$ cat config.mk
export PLATFORM = sky130hd
export DESIGN_NAME = draw_letters
export DESIGN_NICKNAME = d
export VERILOG_FILES = /design/src/rtl/vga_pkg.sv /design/src/rtl/vga_delay.sv /design/src/rtl/draw_letters.sv
export SDC_FILE = /design/constraint.sdc
export NUM_CORES = 1
export LEC_CHECK = 0
export ABC_AREA = 1
export CAP_MARGIN = 20
export CORE_MARGIN = 1.5
export CORE_UTILIZATION = 53
export CTS_CLUSTER_SIZE = 10
export DETAILED_ROUTE_END_ITERATION = 8
export HOLD_SLACK_MARGIN = 0.1
export PLACE_DENSITY = 0.85
export SLEW_MARGIN = 25
export SYNTH_ARGS = -nofsm -noshare
export SYNTH_HDL_FRONTEND = slang
export SYNTH_SLANG_ARGS = --single-unit
$ cat constraint.sdc
create_clock -name clk -period 4.1 [get_ports clk]
set_input_delay 0.615 -clock clk [delete_from_list [all_inputs] [get_ports clk]]
set_output_delay 0.615 -clock clk [all_outputs]
set_load 0.1 [all_outputs]
$ cat src/rtl/vga_pkg.sv
// Shared VGA overlay constants: label colours, label band bounds and glyph offsets
// used by the chessboard label overlay.
package vga_pkg;

  localparam int VGA_BUS_W = 38;

  localparam logic [11:0] LETTER_RGB    = 12'hFFF;
  localparam logic [11:0] LETTER_HL_RGB = 12'hF80;

  // File labels (A..H) sit in two horizontal strips above and below the board
  localparam logic [10:0] FILE_H_MIN  = 11'd256;
  localparam logic [10:0] FILE_H_MAX  = 11'd767;
  localparam logic [10:0] FILE_V0_MIN = 11'd104;
  localparam logic [10:0] FILE_V0_MAX = 11'd119;
  localparam logic [10:0] FILE_V1_MIN = 11'd648;
  localparam logic [10:0] FILE_V1_MAX = 11'd663;

  // Rank labels (8..1) sit in two vertical strips left and right of the board
  localparam logic [10:0] RANK_V_MIN  = 11'd128;
  localparam logic [10:0] RANK_V_MAX  = 11'd639;
  localparam logic [10:0] RANK_H0_MIN = 11'd236;
  localparam logic [10:0] RANK_H0_MAX = 11'd243;
  localparam logic [10:0] RANK_H1_MIN = 11'd780;
  localparam logic [10:0] RANK_H1_MAX = 11'd787;

  localparam logic [10:0] FILE_GLYPH_OFS  = 11'd28;
  localparam logic [10:0] RANK_GLYPH_OFS0 = 11'd236;
  localparam logic [10:0] RANK_GLYPH_OFS1 = 11'd780;
  localparam logic [10:0] RANK_ROW_MIN    = 11'd24;
  localparam logic [10:0] RANK_ROW_MAX    = 11'd39;
  localparam logic [10:0] FILE_COL_BASE   = 11'd4;
  localparam logic [10:0] RANK_ROW_BASE   = 11'd2;
  localparam logic [10:0] GLYPH_W         = 11'd8;

  function automatic logic in_range(input logic [10:0] val, input logic [10:0] lo,
                                    input logic [10:0] hi);
    return (val >= lo) && (val <= hi);
  endfunction

endpackage

$ cat src/rtl/vga_delay.sv
// Fixed-depth register pipeline for the full VGA bundle; every stage clears on reset
// so a mid-frame reset flushes all in-flight pixels.
module vga_delay
  import vga_pkg::*;
#(
  parameter int DEPTH = 1
) (
  input  logic        clk,
  input  logic        rst,
  input  logic [10:0] hcount_in,
  input  logic [10:0] vcount_in,
  input  logic        hsync_in,
  input  logic        vsync_in,
  input  logic        hblnk_in,
  input  logic        vblnk_in,
  input  logic [11:0] rgb_in,
  output logic [10:0] hcount_out,
  output logic [10:0] vcount_out,
  output logic        hsync_out,
  output logic        vsync_out,
  output logic        hblnk_out,
  output logic        vblnk_out,
  output logic [11:0] rgb_out
);

  logic [VGA_BUS_W-1:0] bus_in_s;
  logic [VGA_BUS_W-1:0] pipe_r [DEPTH];

  assign bus_in_s = {hcount_in, vcount_in, hsync_in, vsync_in, hblnk_in, vblnk_in, rgb_in};

  // shift the bundle one stage per clock, clearing every stage on reset
  always_ff @(posedge clk) begin
    if (rst) begin
      for (int i = 0; i < DEPTH; i++) begin
        pipe_r[i] <= '0;
      end
    end else begin
      pipe_r[0] <= bus_in_s;
      for (int i = 1; i < DEPTH; i++) begin
        pipe_r[i] <= pipe_r[i-1];
      end
    end
  end

  assign {hcount_out, vcount_out, hsync_out, vsync_out, hblnk_out, vblnk_out, rgb_out} =
         pipe_r[DEPTH-1];

endmodule

$ cat src/rtl/draw_letters.sv
// Overlays chessboard file/rank labels on a VGA stream with a two-cycle latency,
// highlighting the labels of the selected square; settings are sampled once per frame.
module draw_letters
  import vga_pkg::*;
(
  input  logic        clk,
  input  logic        rst,
  input  logic [10:0] hcount_in,
  input  logic [10:0] vcount_in,
  input  logic        hsync_in,
  input  logic        vsync_in,
  input  logic        hblnk_in,
  input  logic        vblnk_in,
  input  logic [11:0] rgb_in,
  input  logic [7:0]  char_pixels,
  input  logic        letters_en,
  input  logic        sel_valid,
  input  logic [2:0]  sel_col,
  input  logic [2:0]  sel_row,
  output logic [10:0] hcount_out,
  output logic [10:0] vcount_out,
  output logic        hsync_out,
  output logic        vsync_out,
  output logic        hblnk_out,
  output logic        vblnk_out,
  output logic [11:0] rgb_out
);

  logic [10:0] hcount_s1_s, vcount_s1_s;
  logic        hsync_s1_s, vsync_s1_s, hblnk_s1_s, vblnk_s1_s;
  logic [11:0] rgb_s1_s;

  logic        letters_en_r, sel_valid_r;
  logic [2:0]  sel_col_r, sel_row_r;

  logic        file_band_s, rank_band_s, glyph_ok_s, glyph_bit_s, sel_hit_s;
  logic [10:0] file_gx_s, rank_gx_s, glyph_x_s, col_idx_s, row_idx_s, v_row_s;
  logic [11:0] rgb_mix_s;

  vga_delay #(.DEPTH(1)) u_stage1 (
    .clk(clk), .rst(rst),
    .hcount_in(hcount_in), .vcount_in(vcount_in),
    .hsync_in(hsync_in), .vsync_in(vsync_in),
    .hblnk_in(hblnk_in), .vblnk_in(vblnk_in), .rgb_in(rgb_in),
    .hcount_out(hcount_s1_s), .vcount_out(vcount_s1_s),
    .hsync_out(hsync_s1_s), .vsync_out(vsync_s1_s),
    .hblnk_out(hblnk_s1_s), .vblnk_out(vblnk_s1_s), .rgb_out(rgb_s1_s)
  );

  // capture label settings on the stage-1 vsync rising edge; vsync_out is stage 1 one cycle later
  always_ff @(posedge clk) begin
    if (rst) begin
      letters_en_r <= 1'b1;
      sel_valid_r  <= 1'b0;
      sel_col_r    <= 3'd0;
      sel_row_r    <= 3'd0;
    end else if (vsync_s1_s && !vsync_out) begin
      letters_en_r <= letters_en;
      sel_valid_r  <= sel_valid;
      sel_col_r    <= sel_col;
      sel_row_r    <= sel_row;
    end else begin
      letters_en_r <= letters_en_r;
      sel_valid_r  <= sel_valid_r;
      sel_col_r    <= sel_col_r;
      sel_row_r    <= sel_row_r;
    end
  end

  // band decode, glyph bit select and colour mux on the stage-1 position
  always_comb begin
    file_gx_s   = {5'd0, hcount_s1_s[5:0]} - FILE_GLYPH_OFS;
    col_idx_s   = {6'd0, hcount_s1_s[10:6]} - FILE_COL_BASE;
    row_idx_s   = {6'd0, vcount_s1_s[10:6]} - RANK_ROW_BASE;
    v_row_s     = {5'd0, vcount_s1_s[5:0]};
    rank_gx_s   = 11'd0;
    glyph_x_s   = 11'd0;
    glyph_ok_s  = 1'b0;
    glyph_bit_s = 1'b0;
    sel_hit_s   = 1'b0;
    rgb_mix_s   = rgb_s1_s;

    file_band_s = in_range(hcount_s1_s, FILE_H_MIN, FILE_H_MAX) &&
                  (in_range(vcount_s1_s, FILE_V0_MIN, FILE_V0_MAX) ||
                   in_range(vcount_s1_s, FILE_V1_MIN, FILE_V1_MAX));
    rank_band_s = in_range(vcount_s1_s, RANK_V_MIN, RANK_V_MAX) &&
                  (in_range(hcount_s1_s, RANK_H0_MIN, RANK_H0_MAX) ||
                   in_range(hcount_s1_s, RANK_H1_MIN, RANK_H1_MAX));

    if (hcount_s1_s < RANK_H1_MIN) begin
      rank_gx_s = hcount_s1_s - RANK_GLYPH_OFS0;
    end else begin
      rank_gx_s = hcount_s1_s - RANK_GLYPH_OFS1;
    end

    // an out-of-range glyph_x after unsigned wrap is treated as off, not aliased
    if (file_band_s) begin
      glyph_x_s  = file_gx_s;
      glyph_ok_s = (file_gx_s < GLYPH_W);
      sel_hit_s  = sel_valid_r && (col_idx_s == {8'd0, sel_col_r});
    end else if (rank_band_s) begin
      glyph_x_s  = rank_gx_s;
      glyph_ok_s = (rank_gx_s < GLYPH_W) && in_range(v_row_s, RANK_ROW_MIN, RANK_ROW_MAX);
      sel_hit_s  = sel_valid_r && (row_idx_s == {8'd0, sel_row_r});
    end else begin
      glyph_x_s  = 11'd0;
      glyph_ok_s = 1'b0;
      sel_hit_s  = 1'b0;
    end

    glyph_bit_s = char_pixels[3'd7 - glyph_x_s[2:0]];

    if (hblnk_s1_s || vblnk_s1_s) begin
      rgb_mix_s = rgb_s1_s;
    end else if (letters_en_r && glyph_ok_s && glyph_bit_s) begin
      if (sel_hit_s) begin
        rgb_mix_s = LETTER_HL_RGB;
      end else begin
        rgb_mix_s = LETTER_RGB;
      end
    end else begin
      rgb_mix_s = rgb_s1_s;
    end
  end

  vga_delay #(.DEPTH(1)) u_stage2 (
    .clk(clk), .rst(rst),
    .hcount_in(hcount_s1_s), .vcount_in(vcount_s1_s),
    .hsync_in(hsync_s1_s), .vsync_in(vsync_s1_s),
    .hblnk_in(hblnk_s1_s), .vblnk_in(vblnk_s1_s), .rgb_in(rgb_mix_s),
    .hcount_out(hcount_out), .vcount_out(vcount_out),
    .hsync_out(hsync_out), .vsync_out(vsync_out),
    .hblnk_out(hblnk_out), .vblnk_out(vblnk_out), .rgb_out(rgb_out)
  );

endmodule

* Word level (Yosys, flattened, before mapping)
Memory sizes are Yosys's and may differ from the RTL's.
Index checks and enable logic that the tools add are counted.
** Operators by class
- Add/sub/neg operators :: 6
- $lt $le $gt $ge :: 18
- Equality and inequality tests :: 2
- Mux-type cells :: 19
- Reduce and logical (&&, ||, !) cells :: 21
** Operators with widths (count)
- 2-to-1 mux 38 bit :: 2
- OR reduction 38 bit :: 2
- less-or-equal comparator 11 x 10 -> 1 bit, second input constant :: 4
- 2-to-1 mux 12 bit :: 2
- equality test 11 x 3 -> 1 bit :: 2
- greater-or-equal comparator 11 x 10 -> 1 bit, second input constant :: 2
- greater-or-equal comparator 11 x 8 -> 1 bit, second input constant :: 2
- less-than comparator 11 x 4 -> 1 bit, second input constant :: 2
- logical AND 1 bit :: 15
- greater-or-equal comparator 11 x 7 -> 1 bit, second input constant :: 1
- greater-or-equal comparator 11 x 9 -> 1 bit, second input constant :: 1
- less-or-equal comparator 11 x 7 -> 1 bit, second input constant :: 1
- less-or-equal comparator 11 x 8 -> 1 bit, second input constant :: 1
- less-than comparator 11 x 10 -> 1 bit, second input constant :: 1
- 2-to-1 mux 11 bit :: 1
- subtractor 11 x 10 -> 11 bit, second input constant :: 1
- subtractor 11 x 8 -> 11 bit, second input constant :: 1
- 2-to-1 mux 1 bit :: 10
- 2-to-1 mux 7 bit :: 1
- subtractor 6 x 5 -> 7 bit, second input constant :: 1
- greater-or-equal comparator 6 x 5 -> 1 bit, second input constant :: 1
- less-or-equal comparator 6 bit, second input constant :: 1
- 2-to-1 mux 3 bit :: 2
- subtractor 5 x 2 -> 6 bit, second input constant :: 1
- 6 further kinds :: 8
** Storage, ports and cells
- Register bits after elaboration :: 8
- Bits in writable memories :: 76
- Input bits :: 56
- Output and inout bits :: 38
- Word-level logic and storage cells :: 72
- Memories kept :: 2
** Memories
- u_stage1.pipe_r :: depth 1, width 38, rd ports 1, clocked after memory_dff 0, write ports 1, line vga_delay.sv:27 : logic [VGA_BUS_W-1:0] pipe_r [DEPTH];
- u_stage2.pipe_r :: depth 1, width 38, rd ports 1, clocked after memory_dff 0, write ports 1, line vga_delay.sv:27

* Logic depth before layout (Yosys ltp)
Gate-level depths: netlist of run 1.
An unclocked memory read counts as a cell.
- Depth after elaboration :: 14
- Depth in mapped cells :: 20
- Mapped depth without buffers :: 19

* Hierarchy
From an unflattened synthesis of run 1, not the netlist that was laid out.
** Unflattened totals
- Cells, all modules :: 557
- Area total of the unflattened synthesis :: 3900.0 um^2
** By module, submodules not included
- vga_delay :: instances 2, cells each 118, area an instance 1084.8 um^2, seq. area each 760.7 um^2
- draw_letters :: instances 1, cells each 321, area an instance 1730.4 um^2, seq. area each 160.2 um^2

* Worst setup path after synthesis of run 1
OpenSTA, ideal clock, no wires.
- Path kind :: reg-to-reg
- Start point :: memory u_stage1.pipe_r[0][23]
- End point :: memory u_stage2.pipe_r[0][6]
- Library setup time :: 0.140 ns
- Arrival time :: 1.933 ns
- Data required time :: 3.960 ns
- Setup slack :: 2.027 ns
- Stages on the path, launching flop included :: 18
- Path buffers :: 1
- Period minus slack after synthesis :: 2.073 ns
- Cell sequence :: dfxtp_1 > inv_1 > ha_1 > inv_1 > nand2_1 > a21oi_1 > nor2_1 > nand3_1 > nand2_1 > nand2_2 > nand3_1 > nor2_1 > nand3_1 > a21oi_2 > nand3_2 > buf_6 > nand2_1 > a21oi_1
** On the way
- Word-level cells in the longest chain between the ends :: 13
- Elaborated cells between the ends (all ways) :: 31
- Those cells by class :: add/sub (2); order compare (6); eq/ne (1); mux (12); reduce/logical (9); memory (1)
** Ends and longest elaborated chain
- start, declared :: line vga_delay.sv:27
- memory read (1 x 38 bit) (*)
- greater-or-equal comparator 11 x 8 -> 1 bit (tied with other cells) :: line vga_pkg.sv:37 : return (val >= lo) && (val <= hi);
- logical AND 1 bit :: line vga_pkg.sv:37
- logical AND 1 bit or logical OR 1 bit (tied branches) :: line draw_letters.sv:86, draw_letters.sv:84
- 2-to-1 mux 3 bit or logical AND 1 bit (tied branches) :: line draw_letters.sv:101, draw_letters.sv:83
- 2-to-1 mux 3 bit :: line draw_letters.sv:97 : if (file_band_s) begin
- subtractor 3 bit :: line draw_letters.sv:111 : glyph_bit_s = char_pixels[3'd7 - glyph_x_s[2:0]];
- binary-select mux 1 bit (select 3 bit) :: line draw_letters.sv:111
- 2-to-1 mux 1 bit (implied by the code) :: line draw_letters.sv:111
- logical AND 1 bit :: line draw_letters.sv:115 : end else if (letters_en_r && glyph_ok_s && glyph_bit_s) begin
- 2-to-1 mux 12 bit (*) :: line draw_letters.sv:115
- 2-to-1 mux 12 bit (*) :: line draw_letters.sv:113 : if (hblnk_s1_s || vblnk_s1_s) begin
- 2-to-1 mux 38 bit (no line) (*)
- end, declared :: line vga_delay.sv:27
Every way passes the cells marked *; elsewhere a longest branch is shown, timed or not. The select of a mux whose other input is x is not followed.

* Worst setup path in the final report of run 1
- Start point :: memory u_stage1.pipe_r[0][23]
- End point :: memory u_stage2.pipe_r[0][1]
Same word-level chain as after synthesis.

==> impl_metrics.tcl, run 1 <==
set metrics [dict create \
    worst_pin_slew_ps 1010 \
    post_cts_resized 0 \
    die_w_um 86.7 \
    post-cts-setup-buffers 0 \
    synth_seq_cells 84 \
    drt_first_pass_iters 6 \
    viasPerCell 4.88 \
    drtIter0Drc 172 \
    drc_errors 0 \
    root_buffer "clkbuf_8" \
    arrival_ps 2830 \
    crit_family "simple AND/OR/NAND/NOR gates" \
    cts_buffers 9 \
    pwr-share-comb 0.185 \
    cts-hold-fix-buffers 0 \
    die_h_um 86.7 \
    yosys.area_share.simple 0.313 \
    synth_compound_area_frac 0.0782 \
    leakage_uw 0.00229 \
    synth.cell_area_mm2 0.00371 \
    synth-adder-area-share 0.0337 \
    final_cell_mix "nor2_1 (118), clkdlybuf4s50_1 (92), inv_1 (86)" \
    sw_frac_of_total 0.306 \
    p_int_uw 1330 \
    synthCells 519 \
    grt_pass1_vias 3387 \
    dieArea_mm2 0.00751 \
    whs_path_depth 2 \
    path_cells "inv_1 > ha_1 > inv_1 > nand2_1 > a21oi_1 > nor2_1 > nand3_1 > nand2_1 > nand2_2 > nand3_1 > nor2_1 > nand3_1 > a21oi_2 > nand3_2 > nand2_1 > a21oi_1" \
    finClkSkew_ps 7.69 \
    synth.area.mux_share 0 \
    p_clk_frac 0.353 \
    synth_area_leaders "dfxtp_1 (45%), nor2_1 (12%), inv_1 (8.7%)" \
    critical_path_required_ps 4300 \
    fmax_ghz 0.381 \
    cts-htree-levels 3 \
    post_drt_wl_per_cell_um 13.2 \
    ys_types 32 \
    synth_area_leader_cell "dfxtp_1" \
    ant_nets 0 \
    p_per_area_mw_per_mm2 388 \
    place_congestion 0.906 \
    tns_ps 0 \
    row_count 30 \
    max_cap_viol_count 0 \
    setup_violations 0 \
    num-nets-final 678 \
    critPathBufInv 2 \
    cts_sinks 84 \
    cts_buffer_depth 2 \
    switching_power_uw 585 \
    p_seq_frac 0.462 \
    hp-class "reg2reg" \
    globalRouteOverflowTotal 0 \
    slowest_stage "dfxtp_1" \
    slew_violations 0 \
    syn-num-nets 585 \
    worstSetupPathType "reg2reg" \
    slew_headroom 0.327 \
    hold_violations 0 \
    io_pins 94 \
    grt_pass1_wl_um 15300 \
    critPathLaunchType "flop" \
    clk_latency_ps 350 \
    port-buffer-count 93 \
    worst_setup_path_end_kind "flop" \
    r2r_cells 16 \
    dp_hpwl_um 7110 \
    fin_crit_ps 2620 \
    power.total_uw 1910 \
    ir_worst_vdd_uv 280 \
    layout_commonest_cell "nor2_1" \
    layout.cells.non_filler 713 \
    grt_max_degree 54 \
    cp_num_cells 16 \
    vias 3482 \
    worstPathMaxFanout 12 \
    cpPeakStageDelay_ps 440 \
    synth-xor-area-share 0.0118 \
    status "complete, no violations" \
    diodes 0 \
    core_area_mm2 0.00679 \
    drive_above_1_share 0.0762 \
    start_util 0.546 \
    fill_cells 554 \
    wl_um 9420 \
    grt_usage 0.263 \
    place_inst 697 \
    cts_tree "done" \
    syn_area_per_cell_um2 7.15 \
    yosys.area.top_type_share 0.453 \
    ys.warnings.count 0 \
    fin_crit_sh 0.640 \
    area_growth_pct 32.8 \
    ys_seq_area_frac 0.453 \
    antenna_found_initial 0 \
    clk_pin_slew_ps 90 \
    rsz0062_at_grt "false" \
    synth_top_family_by_area "simple AND/OR/NAND/NOR gates" \
]
## path summary, 6_finish.rpt
check                              start                     end  slack, ps
setup reg to reg  u_stage1.pipe_r[0][23]   u_stage2.pipe_r[0][1]       1480
setup / recovery  u_stage1.pipe_r[0][23]   u_stage2.pipe_r[0][1]       1480
hold / removal    u_stage1.pipe_r[0][15]  u_stage2.pipe_r[0][15]        420
hold reg to reg   u_stage1.pipe_r[0][15]  u_stage2.pipe_r[0][15]        420
## state kept, by name, summed over array words and instances (netlist names)
register / flops
sel_col_r: 3
u_stage1.pipe_r: 38
letters_en_r: 1
sel_row_r: 3
u_stage2.pipe_r: 38
sel_valid_r: 1
## layer usage
layer	up-vias	global-route usage	wire length, um
li1	1776	-	-
met1	1567	0.303	3870
met2	115	0.469	4810
met3	24	0.0610	492
met4	0	0.110	241
met5	-	0	0
## power by group through the flow
stage          registers, uW  logic (uW)  clock network [uW]
6_report                 885         355                 675
5_1_grt                  889         383                 720
4_1_cts                  884         354                 686
3_5_place_dp             903         351                   0
3_3_place_gp             902         349                   0
2_1_floorplan           1000         132                   0
## synthesized netlist by cell type
master     instances
nor2_1           118
ha_1              10
nand4_2            2
nand3_1           35
buf_1              2
nor4_1             1
nor2_4             2
nand2_2            9
a211oi_1           1
o22ai_1            3
nand2_1           82
nor3_1             9
clkbuf_1           7
xor2_1             4
inv_1             86
o2111ai_1          3
buf_2              1
o21ai_0           17
nand3b_1           3
buf_6              2
nand3_2            1
o21ai_1            1
a21oi_2            8
inv_4              1
a21oi_1           14
inv_2              4
nand4_1            4
a21o_1             1
dfxtp_1           84
nand2_4            2
xnor2_1            1
clkinv_1           1
## logic make-up (layout without fill, tap and decap cells)
| family | Yosys count | in the layout |
|---|---|---|
| AND/OR/NAND/NOR | 268 | 268 |
| buffers and inverters | 104 | 202 |
| flip-flops | 84 | 84 |
| AO/OA/AOI/OAI | 48 | 48 |
| adder cells (fa/ha/maj) | 10 | 10 |
| XOR/XNOR | 5 | 5 |
## area by class of cell
class                      instances  area, um2  share of cell area
sequential                        84       1680               0.341
tap                               96        120              0.0244
multi-input combinational        331       1620               0.329
inverter                          92        348              0.0706
clock buffer                       9        124              0.0251
clock inverter                     7        103              0.0208
timing repair buffer              94        933               0.189
## stage by stage
stage          hold slack [ps]   util  cell area (um2)  worst slack [ps]
4_1_cts                    425  0.726             4930              1430
2_1_floorplan              388      -             3710              2030
6_report                   422  0.726             4930              1480
3_3_place_gp               398  0.692             4700              1510
3_5_place_dp               411  0.692             4700              1460
5_1_grt                    429  0.726             4930              1150
## worst reg2reg max path, cell delays in order, from the launching register on
cell and delay, ps:
dfxtp_1 440, inv_1 150, ha_1 240, inv_1 100
nand2_1 60, a21oi_1 120, nor2_1 60, nand3_1 70
nand2_1 100, nand2_2 110, nand3_1 130, nor2_1 120
nand3_1 90, a21oi_2 180, nand3_2 280, nand2_1 150
a21oi_1 70
(Power assumes the default switching activity.)
==> run 2, diff against run 1 <==
Settings changed: CORE_UTILIZATION 53 to 44, PLACE_DENSITY 0.85 to 0.76.
Clock period 4.1 ns to 2.3 ns, I/O delays scaled along.
==> run 2 against run 1 <==
Net effect: sequential cell count is the same; core utilization shrank 5.8 points; maximum frequency grew 16%; setup slack lost 1400 ps; sequential power grew 77%; via count grew 5.5%; cell area grew 11%; count of clock-buffer cells in the layout grew 2; register-to-register slack lost 1400 ps; wire length grew 3.6%.
==> impl_metrics.tcl, run 2 (synthesis results as in run 1) <==
set metrics [dict create \
    status "complete, no violations" \
    wl_um 9760 \
    globalRouteOverflowTotal 0 \
    ant_nets 0 \
    antenna_found_initial 0 \
    grt_pass1_vias 3424 \
    layout.cells.non_filler 766 \
    diodes 0 \
    cts_tree "done" \
    whs_path_depth 2 \
    cts_sinks 84 \
    core_area_mm2 0.00818 \
    post-route-util 0.668 \
    fill_cells 692 \
    dp_hpwl_um 7220 \
    reg2reg_to "u_stage2.pipe_r[0][0]" \
    cts-htree-levels 3 \
    row_count 33 \
    area_growth_pct 47.1 \
    start_util 0.454 \
    slew_headroom 0.665 \
    worst_pin_slew_ps 497 \
    arrival_ps 2540 \
    rsz0062_at_grt "true" \
    drtIter0Drc 139 \
    worst_setup_path_end_kind "flop" \
    cts_buffers 9 \
    drt_first_pass_iters 4 \
    io_pins 94 \
    hp-class "in2reg" \
    vias 3674 \
    grt_max_degree 30 \
    rrSetupSlack_ps 40 \
    max_cap_viol_count 0 \
    hold_path_end "u_stage1.pipe_r[0][5]" \
    fin_crit_sh 0.980 \
    port-buffer-count 93 \
    path_cells "ha_4 > inv_4 > buf_4 > nand3_1 > xor2_1 > nand2_1 > o21ai_0 > nand2_1 > nor2_2 > nand3_1 > a21oi_2 > buf_4 > nand4_4 > a21oi_2" \
    p_per_area_mw_per_mm2 627 \
    ir_worst_vdd_uv 354 \
    clk_latency_ps 350 \
    grt_pass1_wl_um 15400 \
    root_buffer "clkbuf_8" \
    critical_path_required_ps 2590 \
    cts-hold-fix-buffers 0 \
    fin_crit_ps 2260 \
    grt_usage 0.222 \
    hold_violations 0 \
    layout_commonest_cell "nor2_1" \
    place_inst 739 \
    slew_violations 0 \
    die_h_um 94.8 \
    critPathLaunchType "flop" \
    drc_errors 0 \
    worstSetupPathType "reg2reg" \
    final_cell_mix "nor2_1 (110), buf_4 (80), inv_1 (78)" \
    drive_above_1_share 0.283 \
    slowest_stage "dfxtp_4" \
    viasPerCell 4.80 \
    place_congestion 0.890 \
    reg_top3 "u_stage1.pipe_r: 38 flops, u_stage2.pipe_r: 38 flops" \
    cpPeakStageDelay_ps 400 \
    worstPathMaxFanout 7 \
    setup_violations 0 \
    r2r-start "u_stage1.pipe_r[0][30]" \
    cts_buffer_depth 2 \
    fmax_ghz 0.443 \
    finClkSkew_ps 9.79 \
    leakage_uw 0.00260 \
    dieArea_mm2 0.00899 \
    worstHoldStart "rst" \
    r2r_cells 14 \
    clk_pin_slew_ps 90 \
    die_w_um 94.8 \
    post_drt_wl_per_cell_um 12.7 \
    power.total_uw 3420 \
    num-nets-final 723 \
    hold_ws_ps 344 \
]
[run 2: report_power, final]
part	leakage (uW)	internal [uW]	switching [uW]
Sequential	0.000700	1520	50.5
Clock	0.000106	564	551
Combinational	0.00180	275	460
[run 2: worst max-delay path: cells and delay by family (launching register included)]
kind                     cells  cell delay, ps
AND/OR/NAND/NOR              6             640
AO/OA/AOI/OAI                3             450
flip-flops                   1             400
buffers and inverters        3             320
adder cells (fa/ha/maj)      1             200
XOR/XNOR                     1             180
[run 2: layout make-up]
type	count	area, um2	area share
timing repair buffer	138	1200	0.219
tap	105	131	0.0241
sequential	84	1710	0.314
clock inverter	4	56.3	0.0103
clock buffer	11	151	0.0277
inverter	92	363	0.0665
multi-input combinational	332	1850	0.338
[run 2: worst max-delay path by stage]
stage	to	depth (start not counted)	start	slack, ps
3_5_place_dp	u_stage2.pipe_r[0][1]	14	u_stage1.pipe_r[0][30]	-180
3_3_place_gp	u_stage2.pipe_r[0][5]	14	u_stage1.pipe_r[0][30]	-110
6_report	u_stage2.pipe_r[0][0]	14	u_stage1.pipe_r[0][30]	40
4_1_cts	u_stage2.pipe_r[0][2]	17	u_stage1.pipe_r[0][24]	10
5_1_grt	u_stage2.pipe_r[0][0]	16	u_stage1.pipe_r[0][23]	-90
2_1_floorplan	u_stage2.pipe_r[0][6]	17	u_stage1.pipe_r[0][23]	230
[run 2: per-stage QoR]
| step | setup slack [ps] | TNS [ps] | area, um2 |
|---|---|---|---|
| detailed placement | -178 | -1530 | 4890 |
| finish | 44.9 | 0 | 5460 |
| CTS | 13.5 | 0 | 5190 |
| global placement | -105 | -930 | 4890 |
| floorplan | 227 | 0 | 3710 |
| global route | -91.0 | -442 | 5460 |
[run 2: repair_timing]
item,CTS,global route
pin swaps,1,32
cloned,1,0
buffers inserted,1,10
setup endpoints to repair,12,12
resized for setup,15,73
[run 2: layer usage]
metal | wire, um | part of all wire | track usage
met2 | 4970 | 0.51 | 0.390
met3 | 435 | 0.045 | 0.0395
met4 | 198 | 0.020 | 0.0858
met5 | 0 | 0 | 0
met1 | 4160 | 0.43 | 0.267
==> run 3, diff against run 2 <==
Settings changed: CORE_UTILIZATION 44 to 49, PLACE_DENSITY 0.76 to 0.8.
Clock period 2.3 ns to 2.59 ns, I/O delays scaled along.
==> run 3 against run 2 <==
Net effect: wire length down 5.2%; register-to-register slack improved by 80 ps; maximum frequency down 8.5%; critical endpoint is now u_stage2.pipe_r[0][1]; final cell count decreased by 5.6%; largest cell class unchanged; setup slack improved by 81 ps; count of clock-buffer cells in the layout shrank 2; non-clock buffer count down 38; total power decreased by 14%; global-route usage increased by 0.75 points; die area decreased by 9.9%.
==> impl_metrics.tcl, run 3 (synthesis results as in run 1) <==
set metrics [dict create \
    switching_power_uw 926 \
    critPathBufInv 2 \
    p_int_uw 2010 \
    grt_max_degree 48 \
    drc_errors 0 \
    drt_first_pass_iters 5 \
    viasPerCell 4.89 \
    p_clk_frac 0.329 \
    fill_cells 646 \
    worst_pin_slew_ps 561 \
    cts-htree-levels 3 \
    rsz0062_at_grt "true" \
    reg_top3 "u_stage1.pipe_r: 38 flops, u_stage2.pipe_r: 38 flops" \
    worstPathMaxFanout 7 \
    ant_nets 0 \
    dieArea_mm2 0.00810 \
    hold_violations 0 \
    grt_pass1_wl_um 15100 \
    die_w_um 90.0 \
    fin_ws_ps 126 \
    p_per_area_mw_per_mm2 592 \
    drive_above_1_share 0.171 \
    die_h_um 90.0 \
    leakage_uw 0.00238 \
    path_cells "inv_1 > ha_1 > inv_1 > nand2_1 > a21oi_1 > nor2_1 > nand3_1 > nand2_1 > nand2_2 > nand3_2 > nor2_1 > nand3_1 > a21oi_4 > nand4_4 > a21oi_2" \
    cts_buffer_depth 2 \
    cts_sinks 84 \
    grt_usage 0.229 \
    p_seq_frac 0.477 \
    start_util 0.509 \
    tns_ps 0 \
    design_area_mm2 0.00495 \
    worst_setup_path_end_kind "flop" \
    hp-class "reg2reg" \
    critical_path_required_ps 2870 \
    drtIter0Drc 155 \
    cts_buffers 9 \
    fin_crit_ps 2460 \
    max_cap_viol_count 0 \
    arrival_ps 2750 \
    status "complete, no violations" \
    globalRouteOverflowTotal 0 \
    cp_num_cells 15 \
    layout_commonest_cell "nor2_1" \
    antenna_found_initial 0 \
    dpl_cell_area_mm2 0.00462 \
    core_area_mm2 0.00729 \
    ir_worst_vdd_uv 413 \
    critPathLaunchType "flop" \
    crit_family "simple AND/OR/NAND/NOR gates" \
    slew_violations 0 \
    io_pins 94 \
    r2r_cells 15 \
    dp_slack_ps 97.0 \
    sw_frac_of_total 0.316 \
    cts-hold-fix-buffers 0 \
    slowest_stage "dfxtp_2" \
    grt_pass1_vias 3406 \
    vias 3533 \
    clk_latency_ps 360 \
    fmax_ghz 0.406 \
    post_drt_wl_per_cell_um 12.8 \
    whs_path_depth 2 \
    cpPeakStageDelay_ps 370 \
    final_cell_mix "nor2_1 (117), inv_1 (85), nand2_1 (81)" \
    root_buffer "clkbuf_8" \
    slew_headroom 0.626 \
    fin_crit_sh 0.951 \
    dp_hpwl_um 6830 \
    worstSetupPathType "reg2reg" \
    clk_pin_slew_ps 90 \
    place_congestion 0.965 \
    area_growth_pct 33.4 \
    row_count 31 \
    setup_violations 0 \
    port-buffer-count 93 \
    num-nets-final 685 \
    wl_um 9250 \
    diodes 0 \
    cts_tree "done" \
    finClkSkew_ps 12.0 \
    pwr-share-comb 0.193 \
]
==> run 3: cell types whose count changed in the layout (fill, tap and decap cells not counted), sizes merged <==
cell    change
clkbuf      -2
buf        -38
inv         +3
==> run 3: layer usage <==
| metal | up-vias | GRT usage | routed length [um] |
|---|---|---|---|
| li1 | 1789 | - | - |
| met1 | 1608 | 0.258 | 3580 |
| met2 | 118 | 0.402 | 4840 |
| met3 | 18 | 0.0651 | 610 |
| met4 | 0 | 0.101 | 217 |
| met5 | - | 0 | 0 |
==> run 3: power by group through the flow <==
stage               Combinational [uW]  Sequential (uW)  Clock [uW]
finish                             567             1400         966
global route                       613             1410        1040
CTS                                550             1400         986
detailed placement                 548             1430           0
global placement                   544             1430           0
floorplan                          209             1590           0
==> run 3: what timing repair did <==
item	4_1_cts	5_1_grt
endpoints found under the setup margin	0	12
buffers inserted	0	6
resized for setup	0	20
==> run 3: cell type report <==
type | count | area (um2) | area share
Clock buffer | 9 | 124 | 0.0250
Clock inverter | 7 | 77.6 | 0.0157
Sequential cell | 84 | 1690 | 0.341
Tap cell | 99 | 124 | 0.0250
Timing Repair Buffer | 100 | 896 | 0.181
Multi-Input combinational cell | 332 | 1690 | 0.342
Inverter | 92 | 348 | 0.0703
==> run 3: worst reg2reg max path: stages (launching register included) <==
cell and delay [ps]:
dfxtp_2 370, inv_1 110, ha_1 230, inv_1 100
nand2_1 60, a21oi_1 120, nor2_1 60, nand3_1 60
nand2_1 90, nand2_2 130, nand3_2 100, nor2_1 110
nand3_1 120, a21oi_4 310, nand4_4 220, a21oi_2 200
==> run 3: final timing paths <==
check                            to                    from  slack [ps]
max reg2reg   u_stage2.pipe_r[0][1]  u_stage1.pipe_r[0][23]         130
min          u_stage2.pipe_r[0][15]  u_stage1.pipe_r[0][15]         420
max           u_stage2.pipe_r[0][1]  u_stage1.pipe_r[0][23]         130
min reg2reg  u_stage2.pipe_r[0][15]  u_stage1.pipe_r[0][15]         420
==> run 3: metrics by stage <==
| step | power, uW | hold slack, ps | util | std cells |
|---|---|---|---|---|
| final | 2930 | 416 | 0.679 | 723 |
| after global routing | 3070 | 453 | 0.679 | 723 |
| after CTS | 2940 | 421 | 0.662 | 716 |
| after detailed placement | 1980 | 408 | 0.634 | 700 |
| after global placement | 1970 | 397 | 0.634 | 700 |
| after floorplan | 1800 | 388 | - | 519 |
